[src/rtl/fetch_stage.sv]
// Instruction-fetch stage: owns the PC, addresses a combinational big-endian
// instruction memory and fills the IF/ID pipeline register. Handles load-use
// stalls, branch/jump redirects from ID, start/halt run control and faults.
//
// Ports:
//   clk, rst_n          clock, asynchronous active-low reset
//   start, start_pc     enter RUN from IDLE/HALTED at start_pc
//   stall               hold PC and IF/ID for a load-use hazard
//   redirect_valid/_pc  taken branch/jump target from ID (overrides stall)
//   imem_pc/imem_instr  instruction memory address / returned word
//   if_id_*             registered instruction, its PC+4 and valid flag
//   running             fetch FSM is in RUN
//   fetch_fault         sticky alignment/range fault flag
//   fetch_count         instructions delivered to IF/ID (wrapping)
module fetch_stage #(
    parameter int unsigned MEM_BYTES    = 16384,
    parameter bit          HALT_ON_ZERO = 1'b1
) (
    input  logic        clk,
    input  logic        rst_n,
    input  logic        start,
    input  logic [31:0] start_pc,
    input  logic        stall,
    input  logic        redirect_valid,
    input  logic [31:0] redirect_pc,
    output logic [31:0] imem_pc,
    input  logic [31:0] imem_instr,
    output logic [31:0] if_id_instr,
    output logic [31:0] if_id_pc_plus4,
    output logic        if_id_valid,
    output logic        running,
    output logic        fetch_fault,
    output logic [31:0] fetch_count
);

    localparam int unsigned AW      = 32;
    localparam logic [AW-1:0] LAST_PC = AW'(MEM_BYTES - 4);

    typedef enum logic [1:0] {
        IDLE   = 2'd0,
        RUN    = 2'd1,
        HALTED = 2'd2
    } state_t;

    state_t        state_q, state_d;
    logic [AW-1:0] pc_q, pc_d;
    logic [31:0]   instr_q, instr_d;
    logic [AW-1:0] pc_plus4_q, pc_plus4_d;
    logic          valid_q, valid_d;
    logic          fault_q, fault_d;
    logic [31:0]   count_q, count_d;

    logic [AW-1:0] pc_next_c;
    logic          pc_fault_c;
    logic          redir_bad_c;
    logic          zero_word_c;

    // Shared decode of the current fetch situation
    assign pc_next_c   = pc_q + AW'(4);
    assign pc_fault_c  = (pc_q[1:0] != 2'b00) || (pc_q > LAST_PC);
    assign redir_bad_c = (redirect_pc[1:0] != 2'b00);
    assign zero_word_c = HALT_ON_ZERO && (imem_instr == 32'd0);

    // State register
    always_ff @(posedge clk or negedge rst_n) begin
        if (!rst_n) begin
            state_q <= IDLE;
        end else begin
            state_q <= state_d;
        end
    end

    // Next-state logic; fault beats redirect, redirect beats stall and halt
    always_comb begin
        state_d = state_q;
        case (state_q)
            IDLE, HALTED: begin
                if (start) state_d = RUN;
            end
            RUN: begin
                if (pc_fault_c) begin
                    state_d = HALTED;
                end else if (redirect_valid) begin
                    if (redir_bad_c) state_d = HALTED;
                end else if (!stall && zero_word_c) begin
                    state_d = HALTED;
                end
            end
            default: state_d = IDLE;
        endcase
    end

    // Datapath next values, same priority order as the state transitions
    always_comb begin
        pc_d       = pc_q;
        instr_d    = instr_q;
        pc_plus4_d = pc_plus4_q;
        valid_d    = valid_q;
        fault_d    = fault_q;
        count_d    = count_q;
        case (state_q)
            RUN: begin
                if (pc_fault_c) begin
                    fault_d = 1'b1;
                    valid_d = 1'b0;
                end else if (redirect_valid) begin
                    // Wrong-path flush: the word fetched this cycle is dropped
                    valid_d = 1'b0;
                    instr_d = 32'd0;
                    if (redir_bad_c) begin
                        fault_d = 1'b1;
                    end else begin
                        pc_d = redirect_pc;
                    end
                end else if (stall) begin
                    pc_d = pc_q;
                end else if (zero_word_c) begin
                    valid_d = 1'b0;
                end else begin
                    pc_d       = pc_next_c;
                    instr_d    = imem_instr;
                    pc_plus4_d = pc_next_c;
                    valid_d    = 1'b1;
                    count_d    = count_q + 32'd1;
                end
            end
            default: begin
                valid_d = 1'b0;
                if (start) begin
                    // Bad start PCs are loaded anyway and fault on the first RUN cycle
                    pc_d    = start_pc;
                    fault_d = 1'b0;
                end
            end
        endcase
    end

    // PC and IF/ID registers
    always_ff @(posedge clk or negedge rst_n) begin
        if (!rst_n) begin
            pc_q       <= '0;
            instr_q    <= '0;
            pc_plus4_q <= '0;
            valid_q    <= 1'b0;
            fault_q    <= 1'b0;
            count_q    <= '0;
        end else begin
            pc_q       <= pc_d;
            instr_q    <= instr_d;
            pc_plus4_q <= pc_plus4_d;
            valid_q    <= valid_d;
            fault_q    <= fault_d;
            count_q    <= count_d;
        end
    end

    assign imem_pc        = pc_q;
    assign if_id_instr    = instr_q;
    assign if_id_pc_plus4 = pc_plus4_q;
    assign if_id_valid    = valid_q;
    assign running        = (state_q == RUN);
    assign fetch_fault    = fault_q;
    assign fetch_count    = count_q;

endmodule

[config.mk]
export PLATFORM = sky130hd
export DESIGN_NAME = fetch_stage
export DESIGN_NICKNAME = d
export VERILOG_FILES = /design/src/rtl/fetch_stage.sv
export SDC_FILE = /design/constraint.sdc
export NUM_CORES = 1
export LEC_CHECK = 0
export CORE_MARGIN = 10
export CORE_UTILIZATION = 47
export CTS_CLUSTER_SIZE = 12
export DETAILED_ROUTE_END_ITERATION = 10
export GPL_ROUTABILITY_DRIVEN = 0
export PLACE_DENSITY = 0.88
export SLEW_MARGIN = 40
export SYNTH_ARGS = -nofsm -noshare
export SYNTH_HDL_FRONTEND = slang
export SYNTH_SLANG_ARGS = --single-unit
[constraint.sdc]
create_clock -name clk -period 6.2 [get_ports clk]
set_clock_uncertainty 0.2 [all_clocks]
set_input_delay 1.24 -clock clk [delete_from_list [all_inputs] [get_ports clk]]
set_output_delay 1.24 -clock clk [all_outputs]
set_load 0.02 [all_outputs]
## Word-level counts from Yosys, hierarchy flattened

Cells that the tools add are included.

| word-level totals | value |
|---|---|
| word-level logic and storage cells | 68 |
| output and inout port bits | 131 |
| input port bits | 101 |
| register bits | 132 |

| cells by class | value |
|---|---|
| multiplexer cells | 26 |
| add/subtract/negate cells | 2 |
| bitwise logic cells | 4 |
| eq/ne operators | 14 |
| reductions and logical operators | 14 |
| order comparisons | 1 |

Operators by type and width:

| cell | number |
|---|---|
| 32-bit 2-to-1 mux | 10 |
| 32-bit by 1-bit adder with 32-bit output, second input constant | 1 |
| 32-bit by 3-bit adder with 32-bit output, second input constant | 1 |
| 32-bit by 14-bit > comparator with 1-bit output, second input constant | 1 |
| 32-bit zero test | 1 |
| 1-bit 2-to-1 mux | 10 |
| 2-bit 2-to-1 mux | 5 |
| 5-bit AND reduction | 2 |
| 3-bit != test, second input constant | 3 |
| 4-bit by 2-bit != test with 1-bit output, second input constant | 2 |
| 2-bit != test, second input constant | 3 |
| 3-bit AND reduction | 2 |
| 2-bit nonzero test | 3 |
| 4-bit by 3-bit != test with 1-bit output, second input constant | 1 |
| 1-bit inverter | 4 |
| 2-bit case mux with 2 select lines | 1 |
| 4-bit AND reduction | 1 |
| 3-bit by 1-bit != test with 1-bit output, second input constant | 1 |
| 3-bit by 2-bit != test with 1-bit output, second input constant | 1 |
| 2-bit by 1-bit equality test with 1-bit output, second input constant | 1 |
| 2-bit equality test, second input constant | 1 |
| 2-bit zero test | 1 |
| 2-bit by 1-bit != test with 1-bit output, second input constant | 1 |
| 2-bit OR reduction | 1 |
| other kinds (3) | 3 |

## Logic depth before layout (Yosys ltp)

Gate-level depths: netlist of the first run.

| depth | value |
|---|---|
| depth after elaboration | 6 |
| depth in mapped cells | 8 |
| gate-level depth less buffers | 7 |

## Least setup slack after synthesis of the first run

No wires, ideal clock.

| path | value |
|---|---|
| kind | input to register |
| from | input port redirect_valid |
| to | register count_q[29] (netlist: fetch_count[29]) |
| arrival | 2.808 ns |
| library setup time | 0.129 ns |
| slack | 3.062 ns |
| required time | 5.871 ns |
| path buffers | 2 |
| stages on the path | 7 |
| cell sequence | clkbuf_1 nor2_2 or4b_4 nor3_4 buf_6 nand4_1 xnor2_1 |

| between the ends | value |
|---|---|
| word-level cells in the longest chain between the ends | 2 |

RTL lines:

| item | RTL line | text |
|---|---|---|
| start: declaration | 24 | `input logic redirect_valid,` |
| 1-bit inverter (no source line) | - |  |
| 5-bit AND reduction (no source line) | - |  |
| end signal: assignment | 153 | `count_q <= count_d;` |
| end: declaration | 51 | `logic [31:0] count_q, count_d;` |

No other way between the ends.
A chain may end at the register's enable or synchronous reset.

## Worst setup path after layout of the first run

| path | value |
|---|---|
| from | register state_q[1] |
| to | output port running |

| between the ends | value |
|---|---|
| word-level cells in the longest chain between the ends | 1 |

RTL lines:

| item | RTL line | text |
|---|---|---|
| start: declaration | 45 | `state_t state_q, state_d;` |
| start signal: assignment | 69 | `state_q <= state_d;` |
| 2-bit by 1-bit equality test with 1-bit output | 161 | `assign running = (state_q == RUN);` |
| end: declaration | 31 | `output logic running,` |

No other way between the ends.

==> results of run 1 <==
[layout make-up]
cell class | count | area [sq um]
inverters | 4 | 15.0
flip-flops and latches | 132 | 3300
clock buffers | 24 | 482
well taps | 168 | 210
repair buffers | 239 | 2370
clock inverters | 6 | 30.0
multi-input cells | 388 | 2360
fillers | 836 | 3290
[kinds of logic (layout without fill, tap and decap cells)]
kind of cell | count (synthesis) | count (layout)
AOI/OAI and AO/OA | 108 | 108
xor gates and xnor gates | 42 | 42
adders and majority gates | 2 | 2
buffers and inverters | 38 | 273
DFF | 132 | 132
muxes | 2 | 2
and+or+nand+nor | 234 | 234
[state kept, by name, indices dropped and copies added (netlist names)]
register and count:
fetch_count 32, fetch_fault 1, if_id_instr 32, if_id_pc_plus4 32
if_id_valid 1, imem_pc 32, state_q 2
[placed cells by master (no fill, tap or decap), types with 15 or more instances in the layout]
master           instances
dfrtp_1                132
xnor2_1                 34
a21oi_1                 16
clkdlybuf4s50_1        230
a22o_1                  33
clkbuf_16               17
nand3_1                 34
nand2_1                 72
nor2_1                  39
and2_1                  23
nand4_1                 15
a31oi_1                 25
[stage by stage]
step | worst slack [ns] | util | std cells
floorplan | 3.06 | - | 558
global placement | 2.15 | 0.685 | 931
detailed placement | 2.11 | 0.685 | 931
CTS | 2.40 | 0.727 | 961
global route | 2.26 | 0.727 | 961
finish | 2.39 | 0.727 | 961
[how the worst max path moves through the flow]
stage | depth (start not counted) | endpoint | slack [ns] | startpoint
after floorplan | 7 | fetch_count[29] | 3.06 | redirect_valid
after global placement | 7 | fetch_count[5] | 2.15 | redirect_valid
after detailed placement | 7 | fetch_count[5] | 2.11 | redirect_valid
after CTS | 4 | running | 2.40 | state_q[1]
after global routing | 4 | running | 2.26 | state_q[1]
final | 4 | running | 2.39 | state_q[1]
[power by group]
part | leakage, nW | switching (W) | total [W] | internal [W]
registers | 1.75 | 0.0000547 | 0.000961 | 0.000906
clock network | 0.259 | 0.000349 | 0.000882 | 0.000533
logic | 1.72 | 0.000203 | 0.000390 | 0.000187
total | 3.73 | 0.000607 | 0.00223 | 0.00163
[routing by layer]
layer  share of wire  vias to the layer above  global-route usage
li1                -                     2440                   -
met1            0.40                     2639               0.272
met2            0.48                      290               0.365
met3           0.097                       37              0.0781
met4           0.024                        0              0.0859
met5               0                        -                   0
==> impl_results.html, run 1 <==
<table>
<tr><th>Metric</th><th>Value</th></tr>
<tr><th colspan="2">Clock network</th></tr>
<tr><td>Setup bufs post-CTS</td><td>0</td></tr>
<tr><td>Number of cells upsized or downsized after cts</td><td>0</td></tr>
<tr><td>Num Clock Sinks</td><td>132</td></tr>
<tr><td># hold bufs at CTS</td><td>0</td></tr>
<tr><td>CTS tree</td><td>yes</td></tr>
<tr><td>Source-to-sink clock delay at the later pin of the worst-skew pair</td><td>0.42 ns</td></tr>
<tr><td>Number of CTS-inserted buffers</td><td>17</td></tr>
<tr><td>Clk pin slew, worst setup/hold paths</td><td>0.05 ns</td></tr>
<tr><td>Maximum count of clock buffers along a single path</td><td>2</td></tr>
<tr><td>Root Buffer Master</td><td>clkbuf_16</td></tr>
<tr><td>Deepest level of the CTS H-tree</td><td>4</td></tr>
<tr><th colspan="2">Worst setup path</th></tr>
<tr><td>Dominant delay contributor by cell family on the critical path</td><td>buffers and inverters</td></tr>
<tr><td>RR Endpoint</td><td>imem_pc[3]</td></tr>
<tr><td>Cell with the biggest individual delay on the critical path</td><td>nand2b_1</td></tr>
<tr><td>Max FO, Critical Path</td><td>23</td></tr>
<tr><td>Reg-to-reg startpoint</td><td>state_q[1]</td></tr>
<tr><td>Buffer and inverter count on the worst path</td><td>3</td></tr>
<tr><td>Endpoint type of the worst setup path</td><td>output pin</td></tr>
<tr><td>Largest stage delay on the critical path</td><td>0.57 ns</td></tr>
<tr><td>Cell-by-cell listing of the critical path</td><td>nand2b_1 -&gt; buf_4 -&gt; inv_1 -&gt; clkdlybuf4s50_1</td></tr>
<tr><td>Critical path start-end classification</td><td>reg2out</td></tr>
<tr><td>Signal arrival time at the worst endpoint</td><td>2.37 ns</td></tr>
<tr><td>R2r worst-path depth</td><td>9</td></tr>
<tr><td>Type of element launching the critical path</td><td>register</td></tr>
<tr><td>Reg-to-reg setup timing slack</td><td>2.76 ns</td></tr>
<tr><td>Endpoint required time on the critical path</td><td>4.76 ns</td></tr>
<tr><th colspan="2">Yosys</th></tr>
<tr><td>Proportion of synthesized area in mux cells</td><td>0.00366</td></tr>
<tr><td>Most frequent cell after synthesis</td><td>dfrtp_1</td></tr>
<tr><td>Synthesized netlist cell count</td><td>558</td></tr>
<tr><td>Number of distinct standard cells referenced by the synthesized netlist</td><td>43</td></tr>
<tr><td>Synth Area per Inst</td><td>10.4 sq um</td></tr>
<tr><td>Dominant cell type by area after synthesis</td><td>dfrtp_1</td></tr>
<tr><td>Post-synth EDFFs</td><td>0</td></tr>
<tr><td>Net count of the mapped netlist</td><td>661</td></tr>
<tr><td>Dominant combinational cell family by area after synthesis</td><td>simple AND/OR/NAND/NOR gates</td></tr>
<tr><td>XOR/XNOR Fraction of Synth Area</td><td>0.0632</td></tr>
<tr><td>Dominant register cell in the synthesized netlist</td><td>dfrtp_1</td></tr>
<tr><td>Post-synthesis sequential area ratio</td><td>0.568</td></tr>
<tr><td>Proportion of synthesized flip-flops having asynchronous set or reset</td><td>1.00</td></tr>
<tr><td>Cell area after synthesis</td><td>0.00582 sq mm</td></tr>
<tr><td>Post-synthesis register bit count</td><td>132</td></tr>
<tr><td>Proportion of netlist area held by the largest area contributor</td><td>0.568</td></tr>
<tr><td>Top cell types by occurrence after synthesis</td><td>dfrtp_1 (132), nand2_1 (72), nor2_1 (39)</td></tr>
<tr><td>Post-synthesis compound-gate area fraction</td><td>0.128</td></tr>
<tr><td>Synthesized-area fraction occupied by adder cells</td><td>0.00430</td></tr>
<tr><td>Main area contributors after synthesis</td><td>dfrtp_1 (57%), xnor2_1 (5.1%), a22o_1 (5.0%)</td></tr>
<tr><td>Simple-gate share of the synthesized area</td><td>0.204</td></tr>
<tr><td>Warning count from the yosys run</td><td>0</td></tr>
<tr><th colspan="2">Die</th></tr>
<tr><td>Die Span Y</td><td>131 microns</td></tr>
<tr><td>Die span in x</td><td>131 microns</td></tr>
<tr><td>IO Count</td><td>232</td></tr>
<tr><td>Initial core utilization</td><td>0.482</td></tr>
<tr><td>Total number of placement rows</td><td>40</td></tr>
<tr><td>Die area</td><td>0.0172 sq mm</td></tr>
<tr><td>Core region area</td><td>0.0121 sq mm</td></tr>
<tr><th colspan="2">Global route</th></tr>
<tr><td>Overall fraction of global-route tracks in use</td><td>0.226</td></tr>
<tr><td>Wire length of the first global-routing pass</td><td>31,500 microns</td></tr>
<tr><td>Vias in the first global route</td><td>5,645</td></tr>
<tr><td>GR Overflow Total</td><td>0</td></tr>
<tr><td>Initial antenna violation count</td><td>0</td></tr>
<tr><td>Pin count of the biggest net entering global routing</td><td>76</td></tr>
<tr><th colspan="2">Run</th></tr>
<tr><td>Total of max-cap violations</td><td>0</td></tr>
<tr><th colspan="2">Routing</th></tr>
<tr><td>Avg Vias per Cell</td><td>5.63</td></tr>
<tr><td>Number of nets with antenna violations after routing</td><td>0</td></tr>
<tr><td>Total via count in the routed design</td><td>5,406</td></tr>
<tr><td>Initial drt markers</td><td>392</td></tr>
<tr><td>Final routed wire length divided by cell count</td><td>20.7 microns</td></tr>
<tr><td>Remaining design rule violation count</td><td>0</td></tr>
<tr><td>Routed wire length</td><td>19,900 microns</td></tr>
<tr><td>Count of TritonRoute iterations in the first routing pass</td><td>5</td></tr>
<tr><th colspan="2">Timing</th></tr>
<tr><td>Tmin final</td><td>3.81 ns</td></tr>
<tr><td>Final setup violation count</td><td>0</td></tr>
<tr><td>Maximum clock frequency</td><td>262 MHz</td></tr>
<tr><td>Worst slew slack as a fraction of its limit</td><td>0.511</td></tr>
<tr><td>Hold Vio Cnt, Final</td><td>0</td></tr>
<tr><td>Worst-case hold slack</td><td>0.269 ns</td></tr>
<tr><td>Transition time of the tightest slew-check pin</td><td>0.734 ns</td></tr>
<tr><td>Period utilization</td><td>0.615</td></tr>
<tr><td>Sum of negative setup slack</td><td>0 ns</td></tr>
<tr><td>Slew Viols, Final</td><td>0</td></tr>
<tr><td>Setup repair after global routing missed its margin</td><td>no</td></tr>
<tr><th colspan="2">Final layout</th></tr>
<tr><td>Number of diodes</td><td>0</td></tr>
<tr><td>Growth of design area from synthesis to finish</td><td>50.7%</td></tr>
<tr><td>Share of final-layout standard cells stronger than drive strength 1</td><td>0.0555</td></tr>
<tr><td>Final standard cell area without fillers</td><td>0.00877 sq mm</td></tr>
<tr><td>Final net count</td><td>885</td></tr>
<tr><th colspan="2">Placement</th></tr>
<tr><td>Post-placement cell area</td><td>0.00826 sq mm</td></tr>
<tr><td>Total of buffers placed on input and output ports</td><td>231</td></tr>
<tr><td>Half-perimeter wire length after placement</td><td>14,800 microns</td></tr>
<tr><th colspan="2">Hold path</th></tr>
<tr><td>End of the worst hold path</td><td>fetch_count[31]</td></tr>
<tr><td>Hold WC Path Type</td><td>reg2reg</td></tr>
<tr><td>Source of the worst hold timing path</td><td>fetch_count[31]</td></tr>
<tr><td>Count of cells along the worst hold path</td><td>1</td></tr>
<tr><th colspan="2">Status</th></tr>
<tr><td>Result of the run</td><td>complete, no violations</td></tr>
<tr><th colspan="2">Power</th></tr>
<tr><td>Maximum resistive drop on vdd</td><td>0.000182 V</td></tr>
<tr><td>Power per standard cell area</td><td>255 mW/mm^2</td></tr>
<tr><td>Standby leakage power</td><td>3.73 nW</td></tr>
<tr><td>Post-route total power</td><td>0.00223 W</td></tr>
</table>
No activity file was read; power rests on OpenSTA's default activity.
==> run 2: changes to the inputs <==
--- a/config.mk
+++ b/config.mk
@@ -6,11 +6,11 @@
 export NUM_CORES = 1
 export LEC_CHECK = 0
 export CORE_MARGIN = 10
-export CORE_UTILIZATION = 47
+export CORE_UTILIZATION = 39
 export CTS_CLUSTER_SIZE = 12
 export DETAILED_ROUTE_END_ITERATION = 10
 export GPL_ROUTABILITY_DRIVEN = 0
-export PLACE_DENSITY = 0.88
+export PLACE_DENSITY = 0.78
 export SLEW_MARGIN = 40
 export SYNTH_ARGS = -nofsm -noshare
 export SYNTH_HDL_FRONTEND = slang
==> constraint.sdc (replaced) <==
create_clock -name clk -period 3.3 [get_ports clk]
set_clock_uncertainty 0.2 [all_clocks]
set_input_delay 0.66 -clock clk [delete_from_list [all_inputs] [get_ports clk]]
set_output_delay 0.66 -clock clk [all_outputs]
set_load 0.02 [all_outputs]
==> run 2 against run 1 <==
Effect of this change: critical path type is now reg2reg; register-to-register slack worse by 2.3 ns; critical path depth rose by 2; routed wire length shrank 1.6%; global-route usage down 3.4 points; non-clock buffer count up 7; via count is 1.6% lower; clock power increased by 120%; total power increased by 100%; sequential power grew 88%; combinational power rose by 90%; worst setup slack worse by 2.0 ns; hold slack got worse by 0.19 ns.
==> impl_results.html, run 2 (synthesized netlist as in run 1, its figures left out) <==
<table>
<tr><th>Metric</th><th>Value</th></tr>
<tr><th colspan="2">Worst setup path</th></tr>
<tr><td>Signal arrival time at the worst endpoint</td><td>3.00 ns</td></tr>
<tr><td>Worst setup path startpoint</td><td>imem_pc[22]</td></tr>
<tr><td>Type of element launching the critical path</td><td>register</td></tr>
<tr><td>Endpoint type of the worst setup path</td><td>register</td></tr>
<tr><td>Max FO, Critical Path</td><td>13</td></tr>
<tr><td>Reg-to-reg startpoint</td><td>imem_pc[22]</td></tr>
<tr><td>Critical path start-end classification</td><td>reg2reg</td></tr>
<tr><td>Endpoint required time on the critical path</td><td>3.43 ns</td></tr>
<tr><td>Reg-to-reg setup timing slack</td><td>0.43 ns</td></tr>
<tr><th colspan="2">Routing</th></tr>
<tr><td>Initial drt markers</td><td>286</td></tr>
<tr><td>Met1 wire length</td><td>7880 microns</td></tr>
<tr><td>Remaining design rule violation count</td><td>0</td></tr>
<tr><td>Met3 Routed Length</td><td>1750 microns</td></tr>
<tr><td>Routed wire length</td><td>19,500 microns</td></tr>
<tr><td>Count of TritonRoute iterations in the first routing pass</td><td>5</td></tr>
<tr><td>Final routed wire length divided by cell count</td><td>19.8 microns</td></tr>
<tr><td>Avg Vias per Cell</td><td>5.39</td></tr>
<tr><td>Number of nets with antenna violations after routing</td><td>0</td></tr>
<tr><td>Total via count in the routed design</td><td>5,318</td></tr>
<tr><td>Total length of routed met2 wires</td><td>9460 microns</td></tr>
<tr><td>Highest metal layer used by the detailed router</td><td>met4</td></tr>
<tr><th colspan="2">Timing</th></tr>
<tr><td>Slew Viols, Final</td><td>0</td></tr>
<tr><td>Tmin final</td><td>2.87 ns</td></tr>
<tr><td>Maximum clock frequency</td><td>348 MHz</td></tr>
<tr><td>Hold Vio Cnt, Final</td><td>0</td></tr>
<tr><td>Final setup violation count</td><td>0</td></tr>
<tr><td>Worst slew slack as a fraction of its limit</td><td>0.528</td></tr>
<tr><td>Transition time of the tightest slew-check pin</td><td>0.708 ns</td></tr>
<tr><td>Period utilization</td><td>0.870</td></tr>
<tr><td>Setup repair after global routing missed its margin</td><td>no</td></tr>
<tr><td>Sum of negative setup slack</td><td>0 ns</td></tr>
<tr><th colspan="2">Power</th></tr>
<tr><td>Power per standard cell area</td><td>498 mW/mm^2</td></tr>
<tr><td>Standby leakage power</td><td>3.81 nW</td></tr>
<tr><td>Post-route total power</td><td>0.00447 W</td></tr>
<tr><td>Maximum resistive drop on vdd</td><td>0.000360 V</td></tr>
<tr><th colspan="2">Clock network</th></tr>
<tr><td>Maximum count of clock buffers along a single path</td><td>2</td></tr>
<tr><td>Deepest level of the CTS H-tree</td><td>4</td></tr>
<tr><td>Source-to-sink clock delay at the later pin of the worst-skew pair</td><td>0.42 ns</td></tr>
<tr><td>Number of CTS-inserted buffers</td><td>17</td></tr>
<tr><td>Setup bufs post-CTS</td><td>0</td></tr>
<tr><td>Root Buffer Master</td><td>clkbuf_16</td></tr>
<tr><td># hold bufs at CTS</td><td>0</td></tr>
<tr><td>Clk pin slew, worst setup/hold paths</td><td>0.06 ns</td></tr>
<tr><td>Num Clock Sinks</td><td>132</td></tr>
<tr><td>Number of cells upsized or downsized after cts</td><td>0</td></tr>
<tr><td>CTS tree</td><td>yes</td></tr>
<tr><th colspan="2">Global route</th></tr>
<tr><td>GR Overflow Total</td><td>0</td></tr>
<tr><td>Wire length of the first global-routing pass</td><td>30,800 microns</td></tr>
<tr><td>Initial antenna violation count</td><td>0</td></tr>
<tr><td>Vias in the first global route</td><td>5,616</td></tr>
<tr><td>Pin count of the biggest net entering global routing</td><td>79</td></tr>
<tr><td>Overall fraction of global-route tracks in use</td><td>0.192</td></tr>
<tr><th colspan="2">Placement</th></tr>
<tr><td>Number of placed instances, taps included</td><td>954</td></tr>
<tr><td>Total of buffers placed on input and output ports</td><td>231</td></tr>
<tr><td>Half-perimeter wire length after placement</td><td>14,800 microns</td></tr>
<tr><th colspan="2">Die</th></tr>
<tr><td>Die area</td><td>0.0202 sq mm</td></tr>
<tr><td>Initial core utilization</td><td>0.399</td></tr>
<tr><td>IO Count</td><td>232</td></tr>
<tr><td>Die span in x</td><td>142 microns</td></tr>
<tr><td>Core region area</td><td>0.0146 sq mm</td></tr>
<tr><td>Total number of placement rows</td><td>44</td></tr>
<tr><td>Die Span Y</td><td>142 microns</td></tr>
<tr><th colspan="2">Final layout</th></tr>
<tr><td>Storage cell area</td><td>0.00330 sq mm</td></tr>
<tr><td>Final net count</td><td>892</td></tr>
<tr><td>Share of final-layout standard cells stronger than drive strength 1</td><td>0.0661</td></tr>
<tr><td>Growth of design area from synthesis to finish</td><td>54.2%</td></tr>
<tr><td>Non-Filler Instances</td><td>986</td></tr>
<tr><td>Number of diodes</td><td>0</td></tr>
<tr><td>Area of the multi-input gates</td><td>0.00236 sq mm</td></tr>
<tr><td>Most used cells in the layout excluding fill and tap cells</td><td>clkdlybuf4s50_1 (230), dfrtp_1 (132), nand2_1 (72), nor2_1 (39)</td></tr>
<tr><td>Filler Cell Count</td><td>1,196</td></tr>
<tr><td>Leading cell type in the layout, fill and taps excluded</td><td>clkdlybuf4s50_1</td></tr>
<tr><th colspan="2">Status</th></tr>
<tr><td>Result of the run</td><td>complete, no violations</td></tr>
<tr><th colspan="2">Hold path</th></tr>
<tr><td>Hold WC Path Type</td><td>in2async</td></tr>
<tr><th colspan="2">Run</th></tr>
<tr><td>Total of max-cap violations</td><td>0</td></tr>
</table>
run 2: cell count changes in the layout (fill, tap and decap cells not counted), sizes merged:
cell | before | now
clkinvlp | 0 | 1
bufinv | 0 | 3
clkinv | 6 | 4
inv | 4 | 5
clkbuf | 24 | 23
buf | 9 | 16
run 2: area by class of cell:
| cell class | instances | area share |
|---|---|---|
| clock buffer | 23 | 0.0521 |
| sequential | 132 | 0.368 |
| multi-input combinational | 388 | 0.263 |
| clock inverter | 9 | 0.0141 |
| timing repair buffer | 246 | 0.276 |
| tap | 184 | 0.0257 |
| inverter | 4 | 0.00167 |
run 2: per-stage QoR:
step                       util  worst slack (ns)  hold slack, ns  area (sq um)
after floorplan               -             0.742           0.164          5820
after global placement    0.574             0.215           0.254          8380
after detailed placement  0.574             0.154           0.265          8380
after CTS                 0.615             0.399          0.0984          8970
after global routing      0.615             0.309           0.130          8970
final                     0.615             0.429          0.0787          8970
run 2: critical path, stage by stage, from the launching register on:
cell and delay [ns]:
dfrtp_1 0.40, nor4_1 0.42, nand2_1 0.19, or4b_4 0.59
nor3_4 0.50, and4_1 0.29, xor2_1 0.19
run 2: per-layer routing:
metal  track usage  vias up
li1              -     2456
met1         0.225     2604
met2         0.315      225
met3        0.0688       33
met4        0.0715        0
met5             0        -
run 2: report_power, final:
group	switching, W	internal, W	total [W]
Clock	0.000695	0.00122	0.00192
Combinational	0.000384	0.000359	0.000742
Sequential	0.000105	0.00170	0.00181
run 2: final timing paths:
check,to,depth (start not counted)
max in group asynchronous,if_id_instr[12],2
hold reg to reg,fetch_count[31],1
setup / recovery,fetch_count[5],6
hold / removal,fetch_count[31],1
setup reg to reg,fetch_count[5],6
min in group clk,fetch_count[31],1
